`config.mk`:
```
export PLATFORM = sky130hd
export DESIGN_NAME = renorm_arbiter
export DESIGN_NICKNAME = d
export VERILOG_FILES = /design/src/rtl/renorm_arbiter.sv
export SDC_FILE = /design/constraint.sdc
export NUM_CORES = 1
export LEC_CHECK = 0
export BUFFER_PORTS_ARGS = -buffer_cell sky130_fd_sc_hd__buf_2
export CORE_MARGIN = 4
export CORE_UTILIZATION = 52
export DETAILED_ROUTE_END_ITERATION = 6
export PLACE_DENSITY = 0.77
export SLEW_MARGIN = 20
export SYNTH_ARGS = -nofsm -noshare
export SYNTH_HDL_FRONTEND = slang
export SYNTH_SLANG_ARGS = --single-unit
```
`constraint.sdc`:
```
create_clock -name clk -period 22.3 [get_ports clk]
set_clock_uncertainty 0.2 [all_clocks]
set_input_delay 4.46 -clock clk [delete_from_list [all_inputs] [get_ports clk]]
set_output_delay 4.46 -clock clk [all_outputs]
set_load 0.01 [all_outputs]
```
`src/rtl/renorm_arbiter.sv`:
```
// renorm_arbiter: two-lane arbiter and sequencer for the shared AV1 encoder
// renormalization unit. It grants one lane per cycle, normalizes range/low,
// updates s and releases the high byte of low. The result sits in a
// one-entry output register tagged with the lane.
// Optional build macro: RENORM_ARB_FIXED_PRIO_EN (lane 0 always wins ties).
module renorm_arbiter #(
  parameter int unsigned RANGE_WIDTH = 16,
  parameter int unsigned LOW_WIDTH   = 24,
  parameter int unsigned D_SIZE      = 5
) (
  input  logic                             clk,
  input  logic                             reset,
  input  logic                             req_valid_0,
  input  logic                             req_valid_1,
  output logic                             req_ready_0,
  output logic                             req_ready_1,
  input  logic [RANGE_WIDTH-1:0]           req_range_0,
  input  logic [RANGE_WIDTH-1:0]           req_range_1,
  input  logic [LOW_WIDTH-1:0]             req_low_0,
  input  logic [LOW_WIDTH-1:0]             req_low_1,
  input  logic [D_SIZE-1:0]                req_s_0,
  input  logic [D_SIZE-1:0]                req_s_1,
  output logic                             out_valid,
  input  logic                             out_ready,
  output logic                             out_lane,
  output logic [RANGE_WIDTH-1:0]           out_range,
  output logic [LOW_WIDTH-1:0]             out_low,
  output logic [D_SIZE-1:0]                out_s,
  output logic                             out_release,
  output logic [LOW_WIDTH-RANGE_WIDTH-1:0] out_chunk,
  output logic                             out_err
);

  localparam int unsigned ChunkW = LOW_WIDTH - RANGE_WIDTH;

  typedef enum logic [0:0] {StEmpty, StFull} state_e;

  state_e state_q, state_d;

  logic can_grant, grant_0, grant_1, grant_any;

  logic                   lane_q;
  logic [RANGE_WIDTH-1:0] range_q;
  logic [LOW_WIDTH-1:0]   low_q;
  logic [D_SIZE-1:0]      s_q;
  logic                   release_q;
  logic [ChunkW-1:0]      chunk_q;
  logic                   err_q;

  logic [RANGE_WIDTH-1:0] sel_range, range1, res_range;
  logic [LOW_WIDTH-1:0]   sel_low, low1, res_low;
  logic [D_SIZE-1:0]      sel_s, d, s1, res_s;
  logic                   res_release, res_err;
  logic [ChunkW-1:0]      res_chunk;

  // Leading-zero count; the result for an all-zero input is never used.
  function automatic logic [D_SIZE-1:0] lzc(input logic [RANGE_WIDTH-1:0] v);
    logic [D_SIZE-1:0] n;
    logic              found;
    n     = '0;
    found = 1'b0;
    for (int i = RANGE_WIDTH - 1; i >= 0; i--) begin
      if (!found) begin
        if (v[i]) found = 1'b1;
        else      n = n + D_SIZE'(1);
      end
    end
    return n;
  endfunction

  // A new result can be taken when the register is empty or being drained.
  assign can_grant = (state_q == StEmpty) || out_ready;

`ifdef RENORM_ARB_FIXED_PRIO_EN
  // Fixed priority: lane 0 wins every tie.
  always_comb begin
    grant_0 = 1'b0;
    grant_1 = 1'b0;
    if (!reset && can_grant) begin
      grant_0 = req_valid_0;
      grant_1 = req_valid_1 && !req_valid_0;
    end
  end
`else
  logic prio_q, prio_d;

  // Round-robin: a tie goes to the lane named by prio.
  always_comb begin
    grant_0 = 1'b0;
    grant_1 = 1'b0;
    if (!reset && can_grant) begin
      grant_0 = req_valid_0 && (!req_valid_1 || !prio_q);
      grant_1 = req_valid_1 && (!req_valid_0 || prio_q);
    end
  end

  // After a grant to lane k the other lane gets the next tie.
  always_comb begin
    prio_d = prio_q;
    if (grant_0)      prio_d = 1'b1;
    else if (grant_1) prio_d = 1'b0;
  end

  // Priority pointer register.
  always_ff @(posedge clk) begin
    if (reset) prio_q <= 1'b0;
    else       prio_q <= prio_d;
  end
`endif

  assign grant_any   = grant_0 || grant_1;
  assign req_ready_0 = grant_0;
  assign req_ready_1 = grant_1;

  // Renormalize the granted request: shift, counter update, byte release.
  always_comb begin
    sel_range   = grant_1 ? req_range_1 : req_range_0;
    sel_low     = grant_1 ? req_low_1   : req_low_0;
    sel_s       = grant_1 ? req_s_1     : req_s_0;
    d           = lzc(sel_range);
    s1          = sel_s + d;
    low1        = sel_low << d;
    range1      = sel_range << d;
    res_range   = sel_range;
    res_low     = sel_low;
    res_s       = sel_s;
    res_release = 1'b0;
    res_chunk   = '0;
    res_err     = 1'b0;
    if (sel_range == '0) begin
      res_err = 1'b1;
    end else if (s1 >= D_SIZE'(9)) begin
      res_range   = range1;
      res_s       = s1 - D_SIZE'(8);
      res_chunk   = low1[LOW_WIDTH-1:RANGE_WIDTH];
      res_low     = low1 & {{ChunkW{1'b0}}, {RANGE_WIDTH{1'b1}}};
      res_release = 1'b1;
    end else begin
      res_range = range1;
      res_s     = s1;
      res_low   = low1;
    end
  end

  // Output register occupancy.
  always_comb begin
    state_d = state_q;
    unique case (state_q)
      StEmpty: if (grant_any) state_d = StFull;
      StFull:  if (out_ready) state_d = grant_any ? StFull : StEmpty;
      default: state_d = StEmpty;
    endcase
  end

  // State register; reset discards any pending result.
  always_ff @(posedge clk) begin
    if (reset) state_q <= StEmpty;
    else       state_q <= state_d;
  end

  // Result register loads on every grant and otherwise holds.
  always_ff @(posedge clk) begin
    if (reset) begin
      lane_q    <= 1'b0;
      range_q   <= '0;
      low_q     <= '0;
      s_q       <= '0;
      release_q <= 1'b0;
      chunk_q   <= '0;
      err_q     <= 1'b0;
    end else if (grant_any) begin
      lane_q    <= grant_1;
      range_q   <= res_range;
      low_q     <= res_low;
      s_q       <= res_s;
      release_q <= res_release;
      chunk_q   <= res_chunk;
      err_q     <= res_err;
    end
  end

  assign out_valid   = (state_q == StFull);
  assign out_lane    = lane_q;
  assign out_range   = range_q;
  assign out_low     = low_q;
  assign out_s       = s_q;
  assign out_release = release_q;
  assign out_chunk   = chunk_q;
  assign out_err     = err_q;

endmodule

```
==> results of run 1 <==
[kinds of logic (layout without fill, tap and decap cells)]
logic type / Yosys count / count (layout) / synth area share, %
simple gates: 356 / 356 / 24.8
buf+inv: 84 / 203 / 4.71
fa+ha+maj: 21 / 21 / 3.79
compound gates: 264 / 264 / 25.9
xor+xnor: 28 / 28 / 4.40
flops: 58 / 58 / 16.6
mux: 135 / 135 / 19.8
[metrics by stage]
| step | hold WS, ns | power [mW] |
|---|---|---|
| 2_1_floorplan | 0.272 | 0.246 |
| 3_3_place_gp | 0.236 | 0.301 |
| 3_5_place_dp | 0.240 | 0.302 |
| 4_1_cts | 0.248 | 0.454 |
| 5_1_grt | 0.266 | 0.478 |
| 6_report | 0.245 | 0.457 |
[layer usage]
metal  up-vias  wire length (um)  GRT usage (%)
met5         -                 0              0
met4         0               386           6.91
met3        40              1780           3.68
met2       376             10800           46.7
met1      3768              9760           38.4
li1       3762                 -              -
[worst paths after layout]
path / cells after the start / slack (ns) / to
min reg2reg: 2 / 0.24 / out_chunk[2]
max reg2reg: 70 / 7.11 / out_s[3]
min: 2 / 0.24 / out_chunk[2]
max: 72 / 3.06 / out_s[3]
[cell usage after synthesis (all sizes together) (21+ instances only)]
cell / n
nor2: 96
mux2i: 113
dfxtp: 58
nand2: 114
a21oi: 67
inv: 24
nor3: 39
o21ai: 63
nand3: 21
mux2: 22
clkbuf: 41
[power breakdown]
group          internal, mW  switching, mW  leakage, nW
sequential            0.117        0.00711        0.477
combinational        0.0708          0.110         3.01
clock                 0.101         0.0516        0.159
[worst max-delay path, delay by kind of cell]
family                     cells  cell delay (ns)
AOI/OAI and AO/OA             23             4.49
adders and majority gates     15             4.37
and+or+nand+nor               20             2.67
buffers and inverters          8             1.94
muxes                          4             0.98
xor gates and xnor gates       2             0.34
[registers in the layout (all words and copies together) (netlist names)]
| register | cells |
|---|---|
| out_low | 24 |
| out_valid | 1 |
| out_s | 5 |
| out_err | 1 |
| out_range | 16 |
| out_release | 1 |
| prio_q | 1 |
| out_chunk | 8 |
| out_lane | 1 |
[final cells by class]
cell class | instances | area, um^2
Clock buffer | 10 | 239
Clock inverter | 6 | 90.1
Fill cell | 1205 | 5000
Inverter | 26 | 97.6
Multi-Input combinational cell | 804 | 5550
Sequential cell | 58 | 1160
Tap cell | 176 | 220
Timing Repair Buffer | 161 | 826
==> flow_summary.yaml, run 1 <==
outcome:
  status: "complete, no violations"
synth:
  synth_edf_count: 0
  synth_area_um2: 6990
  ys_ff_latch: 58
  netlist_instances: 946
  syn-num-nets: 1060
  seq_area_frac_synth_pct: 16.6
  synth.avg_cell_area_um2: 7.39
  yosys.area.top_type_share_pct: 16.6
  synth_largest_area_cell: "dfxtp_1"
  synth_cell_types: 88
  synth_ff_type: "dfxtp_1"
  async_reset_ff_share_pct: 0
  ys_warn_count: 0
  synthTopCellsByArea: "dfxtp_1, mux2i_1, nand2_1"
floorplanning:
  start_util_pct: 53.0
  core_region_area_um2: 13200
  dieHeight_um: 124
  row_count: 42
  ioPinCount: 154
  die_area_um2: 15400
  die_w_um: 124
worst_setup_path:
  worst-setup-path-type: "in2reg"
  crit_required_ns: 22.34
  timing.rr.start: "prio_q"
  max_stage_delay_ns: 0.55
  critPathArrivalTime_ns: 19.28
  crit_fanout: 50
  slowest_stage: "inv_2"
  worstSetupStartpointType: "input pin"
  critPathCaptureType: "register"
  crit_start: "reset"
  cp_common_cell: "ha_1"
sta:
  setup_violations: 0
  tightest_slew_ns: 1.09
  setup_tns_ns: 0
  fmax_ghz: 0.0520
  hold_violations: 0
  rsz0062_at_grt: "no"
  fin_crit_ns: 19.24
  slew_viol_final: 0
  fin_ws_ns: 3.06
  maxSlewHeadroom_pct: 26.7
  timing.final.crit_share_pct: 86.3
detailed_routing:
  drc: 0
  wl_per_cell_um: 18.3
  via_per_inst: 6.40
  drt-total-wl_um: 22700
  vias: 7946
  dr.first_iter.drc_count: 1072
  firstDrtPassIters: 6
  postRouteAntennaNets: 0
clock_network:
  clockBufferDepth: 2
  tritoncts_num_sinks: 58
  cts_setup_buffers: 0
  root_buffer: "clkbuf_16"
  ctsResizeCount: 0
  cts_buffers: 9
  clk_latency_ns: 0.33
  clk_pin_slew_ns: 0.05
  htree_levels: 3
  cts_tree: "done"
  ctsHoldBuffers: 0
final_layout:
  final_util_pct: 62.1
  layout-drive-gt1-share_pct: 22.2
  final_cell_mix: "buf_2, mux2i_1, nand2_1"
  antennaDiodeCount: 0
  area_growth_pct: 17.1
  stdcell_count: 1241
  final_nets: 1174
  final_common_cell: "buf_2"
  design_area_um2: 8190
min_path:
  hold_start: "out_chunk[2]"
  hold_path.class: "reg2reg"
grt:
  grt_max_degree: 61
  antenna_found_initial: 0
  grt_pass1_wl_um: 34900
  grt_pass1_vias: 6881
  grt.total_usage_pct: 28.0
  gr-total-overflow: 0
power:
  ir_worst_vdd_mv: 0.0369
  power_density_nw_per_um2: 55.9
  leakagePower_nw: 3.64
placement:
  place_ws_ns: 3.04
  io_buffers: 153
  gp_congestion: 1.02
  dpl.cell_count: 1225
  dp_hpwl_um: 17200
  placed_cell_area_um2: 7850
job:
  cap_viol_max_count: 0
(Power assumes the default switching activity.)
==> run 2: changes to the inputs <==
Settings changed: ABC_CLOCK_PERIOD_IN_PS set to 19000.
Clock period 22.3 ns to 19 ns, I/O delays scaled along.
==> flow_summary.yaml, run 2 (synthesized netlist as in run 1, its figures left out) <==
outcome:
  status: "complete, no violations"
grt:
  grt.total_usage_pct: 29.1
  grt_pass1_vias: 7221
  gr-total-overflow: 0
  grt_pass1_wl_um: 36400
  antenna_found_initial: 0
  grt_max_degree: 52
final_layout:
  final_cell_mix: "buf_2, mux2i_1, nand2_1"
  antennaDiodeCount: 0
  nFillCells: 1200
  largest_reg_flops: 24
  regArea_um2: 1160
  multi_input_area_um2: 5550
  final_nets: 1177
  area_growth_pct: 17.7
  layout-drive-gt1-share_pct: 22.4
  final_common_cell: "buf_2"
  stdcell_count: 1244
clock_network:
  clk_latency_ns: 0.33
  cts_buffers: 9
  ctsHoldBuffers: 0
  clk_pin_slew_ns: 0.06
  cts_tree: "done"
  root_buffer: "clkbuf_16"
  tritoncts_num_sinks: 58
  cts_setup_buffers: 0
  htree_levels: 3
  ctsResizeCount: 0
  clockBufferDepth: 2
sta:
  setup_violations: 0
  maxSlewHeadroom_pct: 31.2
  tightest_slew_ns: 1.03
  setup_tns_ns: 0
  slew_viol_final: 0
  hold_violations: 0
  timing.final.crit_share_pct: 93.4
  fin_ws_ns: 1.25
  fmax_ghz: 0.0563
  fin_crit_ns: 17.75
  rsz0062_at_grt: "no"
placement:
  dp_hpwl_um: 17600
  dpl.cell_count: 1228
  gp_congestion: 1.02
  place_ws_ns: 1.07
  io_buffers: 153
power:
  power_density_nw_per_um2: 67.1
  ir_worst_vdd_mv: 0.0412
  leakagePower_nw: 3.67
  total_power_mw: 0.552
detailed_routing:
  dr.first_iter.drc_count: 769
  drt-total-wl_um: 22900
  via_per_inst: 6.43
  vias: 7997
  wl_per_cell_um: 18.4
  postRouteAntennaNets: 0
  drc: 0
  firstDrtPassIters: 5
worst_setup_path:
  max_stage_delay_ns: 0.46
  slowest_stage: "o31ai_1"
  crit_fanout: 19
  critPathArrivalTime_ns: 17.79
  cp_common_cell: "ha_1"
  critPathCaptureType: "register"
  crit_required_ns: 19.04
  worst-setup-path-type: "in2reg"
  worstSetupStartpointType: "input pin"
floorplanning:
  core_region_area_um2: 13200
  start_util_pct: 53.0
  ioPinCount: 154
  die_area_um2: 15400
  dieHeight_um: 124
  row_count: 42
  die_w_um: 124
min_path:
  hold_path.class: "reg2reg"
job:
  cap_viol_max_count: 0
run 2: cell type report:
| cell class | instances | share of cell area, % |
|---|---|---|
| Clock inverter | 7 | 1.52 |
| Multi-Input combinational cell | 804 | 67.4 |
| Timing Repair Buffer | 164 | 10.3 |
| Clock buffer | 9 | 2.74 |
| Inverter | 26 | 1.19 |
| Tap cell | 176 | 2.68 |
| Sequential cell | 58 | 14.1 |
run 2: final timing paths:
path,startpoint,end,slack [ns],depth (start not counted)
worst min-delay path,out_chunk[0],out_chunk[0],0.25,2
worst max-delay path,out_ready,out_s[3],1.25,71
worst min register to register,out_chunk[0],out_chunk[0],0.25,2
worst max register to register,prio_q,out_s[3],4.47,70
run 2: critical path, delay by kind of cell:
kind	cells	cell delay, ns
AO/OA/AOI/OAI	23	4.35
multiplexers	4	0.98
XOR/XNOR	2	0.33
buffers and inverters	6	1.03
adder cells (fa/ha/maj)	15	4.33
AND/OR/NAND/NOR	21	2.98
run 2: report_power, final:
part           leakage [nW]  internal, mW  switching, mW
sequential            0.477         0.137        0.00819
combinational          3.02        0.0835          0.129
clock                 0.170         0.129         0.0649
run 2: per-layer routing:
metal / part of all wire, % / up-vias / track usage (%) / wire, um
li1: - / 3768 / - / -
met1: 43 / 3787 / 39.7 / 9860
met2: 47 / 390 / 47.4 / 10700
met3: 7.3 / 52 / 4.00 / 1670
met4: 2.6 / 0 / 9.86 / 601
met5: 0 / - / 0 / 0
run 2: stage by stage:
stage,hold WS [ns],util (%),area (um^2)
final,0.246,62.4,8230
after global placement,0.234,59.7,7880
after CTS,0.248,62.4,8230
after floorplan,0.272,-,6990
after detailed placement,0.240,59.7,7880
after global routing,0.270,62.4,8230
==> run 3: changes to the inputs <==
Settings changed: BUFFER_PORTS_ARGS -buffer_cell sky130_fd_sc_hd__buf_2 to not set, CAP_MARGIN set to 25, DONT_BUFFER_PORTS set to 1, PLACE_DENSITY 0.77 to 0.67.
==> flow_summary.yaml, run 3 (synthesized netlist as in run 1, its figures left out) <==
final_layout:
  final_nets: 1025
  area_growth_pct: 5.89
  stdcell_count: 1092
  antennaDiodeCount: 0
  largest_reg_flops: 24
  final_cell_mix: "mux2i_1, nand2_1, nor2_1"
  design_area_um2: 7400
  nFillCells: 1255
  layout-drive-gt1-share_pct: 9.61
worst_setup_path:
  slowest_stage: "a221oi_1"
  max_stage_delay_ns: 0.48
  crit_required_ns: 19.06
  worstSetupStartpointType: "input pin"
  crit_fanout: 18
  worst-setup-path-type: "in2reg"
  critPathArrivalTime_ns: 17.91
  cp_common_cell: "ha_1"
  ff2ff_path_depth: 71
  critPathCaptureType: "register"
floorplanning:
  die_w_um: 124
  core_region_area_um2: 13200
  dieHeight_um: 124
  ioPinCount: 154
  row_count: 42
  die_area_um2: 15400
  start_util_pct: 53.0
power:
  sw_frac_of_total_pct: 39.1
  seqPwrFrac_pct: 32.3
  power_density_nw_per_um2: 65.0
  internal_power_mw: 0.293
  leakagePower_nw: 2.96
  p_comb_share_pct: 36.6
  ir_worst_vdd_mv: 0.0638
  switching_power_mw: 0.188
  clkPwrFrac_pct: 31.1
detailed_routing:
  drc: 0
  via_per_inst: 6.64
  firstDrtPassIters: 5
  postRouteAntennaNets: 0
  vias: 7251
  dr.first_iter.drc_count: 698
  drt-total-wl_um: 22400
  wl_per_cell_um: 20.5
placement:
  io_buffers: 0
  placed_cell_area_um2: 7110
  dpl.cell_count: 1075
  dp_hpwl_um: 17100
  gp_congestion: 0.896
outcome:
  status: "complete, no violations"
clock_network:
  ctsResizeCount: 0
  cts_setup_buffers: 0
  htree_levels: 3
  ctsHoldBuffers: 0
  root_buffer: "clkbuf_16"
  tritoncts_num_sinks: 58
  clk_latency_ns: 0.34
  cts_tree: "done"
  clk_pin_slew_ns: 0.06
  clockBufferDepth: 2
  cts_buffers: 9
sta:
  maxSlewHeadroom_pct: 35.8
  rsz0062_at_grt: "no"
  timing.final.crit_share_pct: 93.9
  fmax_ghz: 0.0560
  hold_violations: 0
  fin_crit_ns: 17.85
  slew_viol_final: 0
  setup_tns_ns: 0
  holdWs_ns: 0.294
  tightest_slew_ns: 0.955
  setup_violations: 0
grt:
  gr-total-overflow: 0
  grt_pass1_wl_um: 35000
  grt_pass1_vias: 6561
  grt_max_degree: 64
  antenna_found_initial: 0
  grt.total_usage_pct: 28.8
min_path:
  holdPathStages: 2
  hold_path.class: "reg2reg"
job:
  cap_viol_max_count: 0
[run 3: changes by cell type in the layout (fill, tap and decap cells not counted), sizes merged]
cell,before,now
buf,164,12
bufinv,3,0
clkinvlp,0,2
clkbuf,9,10
clkinv,5,6
inv,25,24
[run 3: critical path, delay by kind of cell]
family | cells | cell delay (ns)
AOI/OAI and AO/OA | 23 | 4.48
xor gates and xnor gates | 2 | 0.34
adders and majority gates | 15 | 4.36
buffers and inverters | 5 | 1.10
muxes | 3 | 0.64
and+or+nand+nor | 23 | 3.18
[run 3: area by class of cell]
| cell class | instances | area [um^2] | area share, % |
|---|---|---|---|
| well taps | 176 | 220 | 2.97 |
| multi-input cells | 804 | 5560 | 75.1 |
| inverters | 26 | 98.8 | 1.34 |
| clock buffers | 10 | 229 | 3.09 |
| clock inverters | 6 | 42.5 | 0.575 |
| repair buffers | 12 | 93.8 | 1.27 |
| flip-flops and latches | 58 | 1160 | 15.7 |
[run 3: power by group through the flow]
stage | combinational [mW] | sequential [mW] | clock, mW
floorplan | 0.135 | 0.154 | 0
global route | 0.194 | 0.157 | 0.156
CTS | 0.173 | 0.156 | 0.150
finish | 0.176 | 0.155 | 0.150
detailed placement | 0.172 | 0.158 | 0
global placement | 0.170 | 0.158 | 0
[run 3: per-layer routing]
layer  part of all wire [%]  up-vias  track usage, %
li1                       -     3473               -
met1                     44     3399            39.2
met2                     44      338            44.9
met3                    9.6       41            7.54
met4                    2.3        0            8.21
met5                      0        -               0
[run 3: worst paths after layout]
check             startpoint  slack [ns]        to
setup / recovery   out_ready        1.15  out_s[3]
hold / removal      out_s[0]        0.29  out_s[0]
setup reg to reg   out_valid        4.25  out_s[3]
hold reg to reg     out_s[0]        0.29  out_s[0]
[run 3: stage by stage]
stage / worst slack [ns] / power, mW / utilization (%)
2_1_floorplan: 1.75 / 0.289 / -
5_1_grt: 0.0000160 / 0.507 / 56.1
6_report: 1.15 / 0.481 / 56.1
3_5_place_dp: 0.641 / 0.330 / 53.9
3_3_place_gp: 1.07 / 0.328 / 53.8
4_1_cts: 0.950 / 0.479 / 56.0
